File: src/rtl/coffee_sequencer_if.sv
`default_nettype none
// ============================================================================
//  Module      : coffee_sequencer_if
//  Description : Request/status bundle between a brew controller front panel
//                and the coffee_sequencer core.
//  Revision    : 1.0  initial release
// ============================================================================
interface coffee_sequencer_if;
    logic       start;
    logic [1:0] drink;
    logic       cancel;
    logic [3:0] selection;
    logic       busy;
    logic       done;
    logic       error;

    // Requester side: issues brew/cancel requests, observes status.
    modport master (
        output start,
        output drink,
        output cancel,
        input  selection,
        input  busy,
        input  done,
        input  error
    );

    // Sequencer side: consumes requests, reports status.
    modport slave (
        input  start,
        input  drink,
        input  cancel,
        output selection,
        output busy,
        output done,
        output error
    );
endinterface
`default_nettype wire

File: src/rtl/coffee_sequencer.sv
`default_nettype none
// ============================================================================
//  Module      : coffee_sequencer
//  Description : Recipe sequencer for a coffee machine. Steps through
//                HEAT/GRIND/POUR/[MILK]/DONE phases of a latched recipe,
//                supports cancel to ABORT, and flags invalid requests.
//                The state code doubles as the display multiplexer select.
//  Revision    : 1.0  initial release
// ============================================================================
module coffee_sequencer #(
    parameter int PHASE_TICKS = 10,
    parameter int TICK_WIDTH  = 8
) (
    input  wire logic          clk,
    input  wire logic          reset,
    coffee_sequencer_if.slave  bus
);

    // State encoding equals the selection code shown on the display.
    typedef enum logic [3:0] {
        IDLE  = 4'd0,
        HEAT  = 4'd1,
        GRIND = 4'd2,
        POUR  = 4'd3,
        MILK  = 4'd4,
        DONE  = 4'd5,
        ABORT = 4'd14
    } state_t;

    localparam logic [1:0]            c_drink_espresso   = 2'b00;
    localparam logic [1:0]            c_drink_cappuccino = 2'b10;
    localparam logic [1:0]            c_drink_invalid    = 2'b11;
    localparam logic [3:0]            c_sel_error        = 4'hF;
    localparam logic [TICK_WIDTH-1:0] c_last_single      = TICK_WIDTH'(PHASE_TICKS - 1);
    localparam logic [TICK_WIDTH-1:0] c_last_double      = TICK_WIDTH'(2 * PHASE_TICKS - 1);

    state_t                  r_state;
    state_t                  w_state_next;
    logic [TICK_WIDTH-1:0]   r_tick;
    logic [TICK_WIDTH-1:0]   w_tick_next;
    logic [1:0]              r_drink;
    logic [1:0]              w_drink_next;
    logic                    r_error;
    logic                    w_error_next;
    logic [TICK_WIDTH-1:0]   w_phase_last;
    logic                    w_phase_end;
    logic                    w_request;

    // Only cappuccino stretches the MILK phase to two phase lengths.
    assign w_phase_last = ((r_state == MILK) && (r_drink == c_drink_cappuccino))
                          ? c_last_double : c_last_single;
    assign w_phase_end  = (r_tick == w_phase_last);
    assign w_request    = bus.start && !bus.cancel;

    // State, tick counter, latched recipe and error pulse registers.
    always_ff @(posedge clk or posedge reset) begin
        if (reset) begin
            r_state <= IDLE;
            r_tick  <= '0;
            r_drink <= c_drink_espresso;
            r_error <= 1'b0;
        end else begin
            r_state <= w_state_next;
            r_tick  <= w_tick_next;
            r_drink <= w_drink_next;
            r_error <= w_error_next;
        end
    end

    // Next-state, recipe latch and counter control.
    always_comb begin
        w_state_next = r_state;
        w_drink_next = r_drink;
        w_error_next = 1'b0;

        case (r_state)
            IDLE: begin
                if (w_request) begin
                    if (bus.drink == c_drink_invalid) begin
                        w_error_next = 1'b1;
                    end else begin
                        w_state_next = HEAT;
                        w_drink_next = bus.drink;
                    end
                end
            end
            HEAT: begin
                if (bus.cancel)       w_state_next = ABORT;
                else if (w_phase_end) w_state_next = GRIND;
            end
            GRIND: begin
                if (bus.cancel)       w_state_next = ABORT;
                else if (w_phase_end) w_state_next = POUR;
            end
            POUR: begin
                if (bus.cancel)       w_state_next = ABORT;
                else if (w_phase_end) w_state_next = (r_drink == c_drink_espresso) ? DONE : MILK;
            end
            MILK: begin
                if (bus.cancel)       w_state_next = ABORT;
                else if (w_phase_end) w_state_next = DONE;
            end
            DONE: begin
                // Cancel has no effect once the drink is complete.
                if (w_phase_end)      w_state_next = IDLE;
            end
            ABORT: begin
                w_state_next = IDLE;
            end
            default: begin
                w_state_next = IDLE;
            end
        endcase

        // Counter restarts on every state entry and idles at zero,
        // so it can never run past the longest phase.
        if ((w_state_next != r_state) || (r_state == IDLE) || (r_state == ABORT)) begin
            w_tick_next = '0;
        end else begin
            w_tick_next = r_tick + 1'b1;
        end
    end

    assign bus.selection = r_error ? c_sel_error : r_state;
    assign bus.busy      = (r_state != IDLE);
    assign bus.done      = (r_state == DONE) && (r_tick == '0);
    assign bus.error     = r_error;

endmodule
`default_nettype wire

File: src/flat_wrapper.sv
// flat-port wrapper written by rule: the top's interface ports become plain ports
module coffee_sequencer_flat 
#(
    parameter int PHASE_TICKS = 10,
    parameter int TICK_WIDTH  = 8
)
  (clk, reset, bus_start, bus_drink, bus_cancel, bus_selection, bus_busy, bus_done, bus_error);
  coffee_sequencer_if bus_i ();
  input  wire logic clk;
  input  wire logic reset;
  input wire logic [$bits(bus_i.start)-1:0] bus_start;
  input wire logic [$bits(bus_i.drink)-1:0] bus_drink;
  input wire logic [$bits(bus_i.cancel)-1:0] bus_cancel;
  output wire logic [$bits(bus_i.selection)-1:0] bus_selection;
  output wire logic [$bits(bus_i.busy)-1:0] bus_busy;
  output wire logic [$bits(bus_i.done)-1:0] bus_done;
  output wire logic [$bits(bus_i.error)-1:0] bus_error;
  assign bus_i.start = bus_start;
  assign bus_i.drink = bus_drink;
  assign bus_i.cancel = bus_cancel;
  assign bus_selection = bus_i.selection;
  assign bus_busy = bus_i.busy;
  assign bus_done = bus_i.done;
  assign bus_error = bus_i.error;
  coffee_sequencer #(.PHASE_TICKS(PHASE_TICKS), .TICK_WIDTH(TICK_WIDTH)) u_core (.clk(clk), .reset(reset), .bus(bus_i));
endmodule
File: config.mk
export PLATFORM = sky130hd
export DESIGN_NAME = coffee_sequencer_flat
export DESIGN_NICKNAME = d
export VERILOG_FILES = /design/src/rtl/coffee_sequencer_if.sv /design/src/rtl/coffee_sequencer.sv /design/src/flat_wrapper.sv
export SDC_FILE = /design/constraint.sdc
export NUM_CORES = 1
export LEC_CHECK = 0
export BUFFER_PORTS_ARGS = -buffer_cell sky130_fd_sc_hd__buf_4
export CAP_MARGIN = 20
export CORE_UTILIZATION = 50
export CTS_CLUSTER_DIAMETER = 80
export DETAILED_ROUTE_END_ITERATION = 8
export GPL_TIMING_DRIVEN = 1
export HOLD_SLACK_MARGIN = 0.05
export PLACE_DENSITY = 0.71
export SETUP_SLACK_MARGIN = 0.02
export SYNTH_ARGS = -nofsm -noshare
export SYNTH_HDL_FRONTEND = slang
export SYNTH_SLANG_ARGS = --single-unit
File: constraint.sdc
create_clock -name clk -period 2.19 [get_ports clk]
set_input_delay 0.3285 -clock clk [delete_from_list [all_inputs] [get_ports clk]]
set_output_delay 0.3285 -clock clk [all_outputs]
set_load 0.01 [all_outputs]
Yosys cells after proc, flatten, opt, wreduce, memory -nomap -nowiden
Cells that the tools add are included.
- add/sub/neg operators: 1
- equality and inequality tests: 10
- multiplexer cells: 19
- bitwise gates (word level): 1
- reductions and logical operators: 11
- operator list (operator ; number):
    $mux W4 ; 12
    $pmux W4 S6 ; 1
    $add A8 B1 Y8 const B ; 1
    $eq A4 B2 Y1 const B ; 2
    $eq A4 B3 Y1 const B ; 2
    $eq A8 B8 Y1 ; 1
    $logic_not A8 Y1 ; 1
    $mux W8 ; 1
    $mux W5 ; 1
    $eq A2 B2 Y1 const B ; 2
    $eq A4 B1 Y1 const B ; 1
    $eq A4 B4 Y1 const B ; 1
    $logic_not A4 Y1 ; 1
    $mux W1 ; 4
    $ne A4 B4 Y1 ; 1
    $reduce_bool A4 Y1 ; 1
    $logic_and A1 B1 Y1 ; 3
    $reduce_and A3 Y1 ; 1
    $logic_not A2 Y1 ; 1
    $logic_or A1 B1 Y1 ; 2
    $logic_not A1 Y1 ; 1
    $not A1 Y1 ; 1
- register bits after elaboration: 15
- input port bits: 6

Logic depth before layout (Yosys ltp)
- depth after elaboration: 11
- mapped depth: 6
- depth with buffers taken out: 5

Worst setup path before layout
OpenSTA, ideal clock, no wires.
- path type: reg2out
- start point: register u_core.r_tick[2]
- end point: output bus_done
- data arrival time: 1.785 ns
- required time: 1.862 ns
- setup slack: 0.077 ns
- stages on the path, launching flop included: 4
- path buffers: 0
- cells stage by stage: dfrtp_1 > or4_1 > or4_1 > nor4_1
- cells in the longest elaborated chain, start to end: 2
- ends and longest elaborated chain (item ; RTL line ; RTL):
    from (decl) ; coffee_sequencer.sv:39 ; logic [TICK_WIDTH-1:0] r_tick;
    from (signal assigned) ; coffee_sequencer.sv:64 ; r_tick <= w_tick_next;
    $logic_not A8 Y1 ; coffee_sequencer.sv:126 ; assign bus.done = (r_state == DONE) && (r_tick == '0);
    $logic_and A1 B1 Y1 ; coffee_sequencer.sv:126 ;
    to (decl) ; flat_wrapper.sv:16 ; output wire logic [$bits(bus_i.done)-1:0] bus_done;
Every way passes these cells.

Worst setup path in the final report
Ends and elaborated chain as after synthesis.

==> results.yml <==
route:
  detail-route-antenna-nets: 0
  drc: 0
  first_iter_violations: 23
  drt_wl_total_mm: 2.05
  vias_per_cell: 5.45
  drt_pass1_iterations: 4
  wl_per_cell_um: 14.0
  vias: 795
outcome:
  violations: "negative setup slack"
  status: "finished with violations"
clocking:
  cts_buffers: 3
  cts_sinks: 15
  tritoncts: "done"
  cts_setup_buffers: 0
  clk-insertion-delay-late_ns: 0.28
  clk_path_buf_depth: 2
  path_clk_slew_ns: 0.10
  hold_buffers: 0
  htreeDepth: 1
  cts_root_buf: "clkbuf_4"
worst_hold_path:
  hold_class: "input port to async pin"
synthesis:
  yosys.area_share.simple_pct: 32.8
  synth-warning-count: 0
  synth_xor_area_share_pct: 7.43
  yosys.area_share.adder_pct: 2.65
  synth_top_area_share_pct: 39.8
  mappedNetlistArea_um2: 943
  synth_area_leaders: "dfrtp_1 40%, nor2_2 4.6%, xor2_1 4.6%"
  synth_top_family_by_area: "simple AND/OR/NAND/NOR gates"
  synth_compound_area_share_pct: 10.9
  ys_types: 41
  synth_top_cell_by_area: "dfrtp_1"
  yosys_register_bits: 15
  yosysSeqAreaShare_pct: 39.8
  synth_nets: 110
  syn_avg_cell_area_um2: 9.25
  synthCells: 102
  synth.area.mux_share_pct: 1.19
layout:
  num_antenna_cells: 0
  area_growth_syn_to_layout_pct: 21.2
  fillCellCount: 158
  final_nets: 130
  fin_util_pct: 65.5
  drive_gt1_share_pct: 37.2
  finalNonFillerCells: 146
floorplan:
  die_x_um: 45.4
  ios: 13
  std_cell_rows: 15
  die_height_um: 45.4
  die-area_um2: 2060
  initial_core_util_pct: 54.1
  core_area_um2: 1750
global_route:
  globalRouteOverflowTotal: 0
  antenna_found_initial: 0
  grt_use_total_pct: 23.2
  grt_start_max_net_pins: 16
  grt_pass1_wl_mm: 3.39
  grt_pass1_vias: 751
sta:
  max_slew_margin_pct: 61.8
  min_period_ns: 2.34
  max_slew.worst_pin.slew_ns: 0.572
  finalHoldViolations: 0
  max_freq_mhz: 428
  finalCritPeriodShare_pct: 107
  rsz0062_at_grt: "true"
  skew_ns: 0.00227
  fin_ws_ns: -0.149
  finalSetupViolCount: 1
  maxSlewViolCount: 0
pwr:
  leakage_uw: 0.000507
  power.density_nw_per_um2: 1090
  irDropWorstVdd_mv: 0.609
setup_path:
  startpoint_type: "register"
  crit_fanout: 2
  criticalPathCategory: "register to output port"
  arrival_ns: 2.01
  cp.required_ns: 1.86
  worstSetupEndpointType: "output port"
place:
  gp_congestion: 0.793
  io_buffers: 12
  hpwl_mm: 1.45
  place_inst: 142
flow_run:
  drv_cap: 0
-- worst max-delay path, stage by stage, from the launching register on --
cell	delay, ns
dfrtp_1	0.40
or4_4	0.55
or4_4	0.45
nor4_4	0.17
buf_4	0.16
-- where the power goes --
part	leakage, uW	switching (uW)	internal, uW
Combinational	0.000289	362	326
Sequential	0.000200	58.2	341
Clock	0.0000177	95.2	67.6
Total	0.000507	515	735
-- through the flow --
| step | TNS [ns] | hold slack [ns] | setup WS [ns] | cell area [um^2] | power, uW |
|---|---|---|---|---|---|
| after floorplan | 0 | 0.230 | 0.0769 | 943 | 876 |
| after global placement | 0 | 0.416 | 0.128 | 1090 | 1050 |
| after detailed placement | 0 | 0.431 | 0.0639 | 1090 | 1070 |
| after CTS | -0.120 | 0.121 | -0.120 | 1140 | 1250 |
| after global routing | -0.203 | 0.149 | -0.203 | 1140 | 1340 |
| final | -0.149 | 0.0960 | -0.149 | 1140 | 1250 |
-- cell type report --
cell class,instances,area [um^2],area share [%]
multi-input combinational,77,541,47.3
sequential,15,375,32.8
timing repair buffer,20,150,13.1
tap,25,31.3,2.74
clock buffer,3,22.5,1.97
inverter,5,18.8,1.64
clock inverter,1,5.00,0.438
-- layer usage --
metal | up-vias | routed length [um] | track usage (%)
met2 | 12 | 1010 | 38.0
li1 | 390 | - | -
met1 | 389 | 950 | 31.6
met4 | 0 | 38 | 7.88
met3 | 4 | 47 | 2.78
met5 | - | 0 | 0
-- repair_timing --
item                                    4_1_cts  5_1_grt
endpoints found under the setup margin        1        1
cloned                                        0        0
pin swaps                                     1        0
gates resized for setup                       4        0
-- sequential cells by signal, indices dropped and copies added, names as in the netlist --
name	flops
u_core.r_state	4
u_core.r_drink	2
u_core.bus.error	1
u_core.r_tick	8
-- cells by family after synthesis --
kind of cell / after synthesis
and+or+nand+nor: 52
DFF: 15
muxes: 1
AOI/OAI and AO/OA: 14
adders and majority gates: 2
buffers and inverters: 10
xor gates and xnor gates: 8
-- synthesized netlist by cell type, drive strengths merged --
master,number
and3,2
or3,3
xor2,5
o21bai,1
o21ai,2
a22o,1
or4,4
clkbuf,2
a211oi,1
mux2,1
nor4,1
nor2b,1
xnor2,3
a31oi,1
buf,3
nand2b,3
nor3b,1
nand2,5
o31a,1
nand3,4
o21a,1
nor3,1
ha,2
nor4bb,1
nor2,19
a21oi,4
o32ai,1
dfrtp,15
nand4b,2
nand3b,1
inv,5
o221ai,1
or2,4
-- final timing paths --
| kind | start | endpoint | slack (ns) | cells past startpoint |
|---|---|---|---|---|
| setup / recovery | u_core.r_tick[2]$_DFF_PP0_ | bus_done | -0.15 | 4 |
| hold / removal | reset | u_core.r_tick[6]$_DFF_PP0_ | 0.1 | 2 |
| setup reg to reg | u_core.r_state[1]$_DFF_PP0_ | u_core.r_state[1]$_DFF_PP0_ | 0.14 | 5 |
| hold reg to reg | u_core.r_tick[0]$_DFF_PP0_ | u_core.r_tick[0]$_DFF_PP0_ | 0.56 | 1 |
| max in group asynchronous | reset | u_core.r_state[0]$_DFF_PP0_ | 1.72 | 2 |
| min in group clk | bus_drink[0] | u_core.r_drink[0]$_DFFE_PP0P_ | 0.30 | 3 |
-- cell usage in the layout, fill, tap and decap left out, drive strengths merged, types with 2 or more instances in the layout --
cell,synthesis,layout
a21oi,4,4
and3,2,2
buf,3,20
clkbuf,2,3
dfrtp,15,15
ha,2,2
inv,5,5
nand2,5,5
nand2b,3,3
nand3,4,4
nand4b,2,2
nor2,19,19
o21ai,2,2
or2,4,4
or3,3,3
or4,4,4
xnor2,3,3
xor2,5,5
Power figures use the tool's default switching activity.
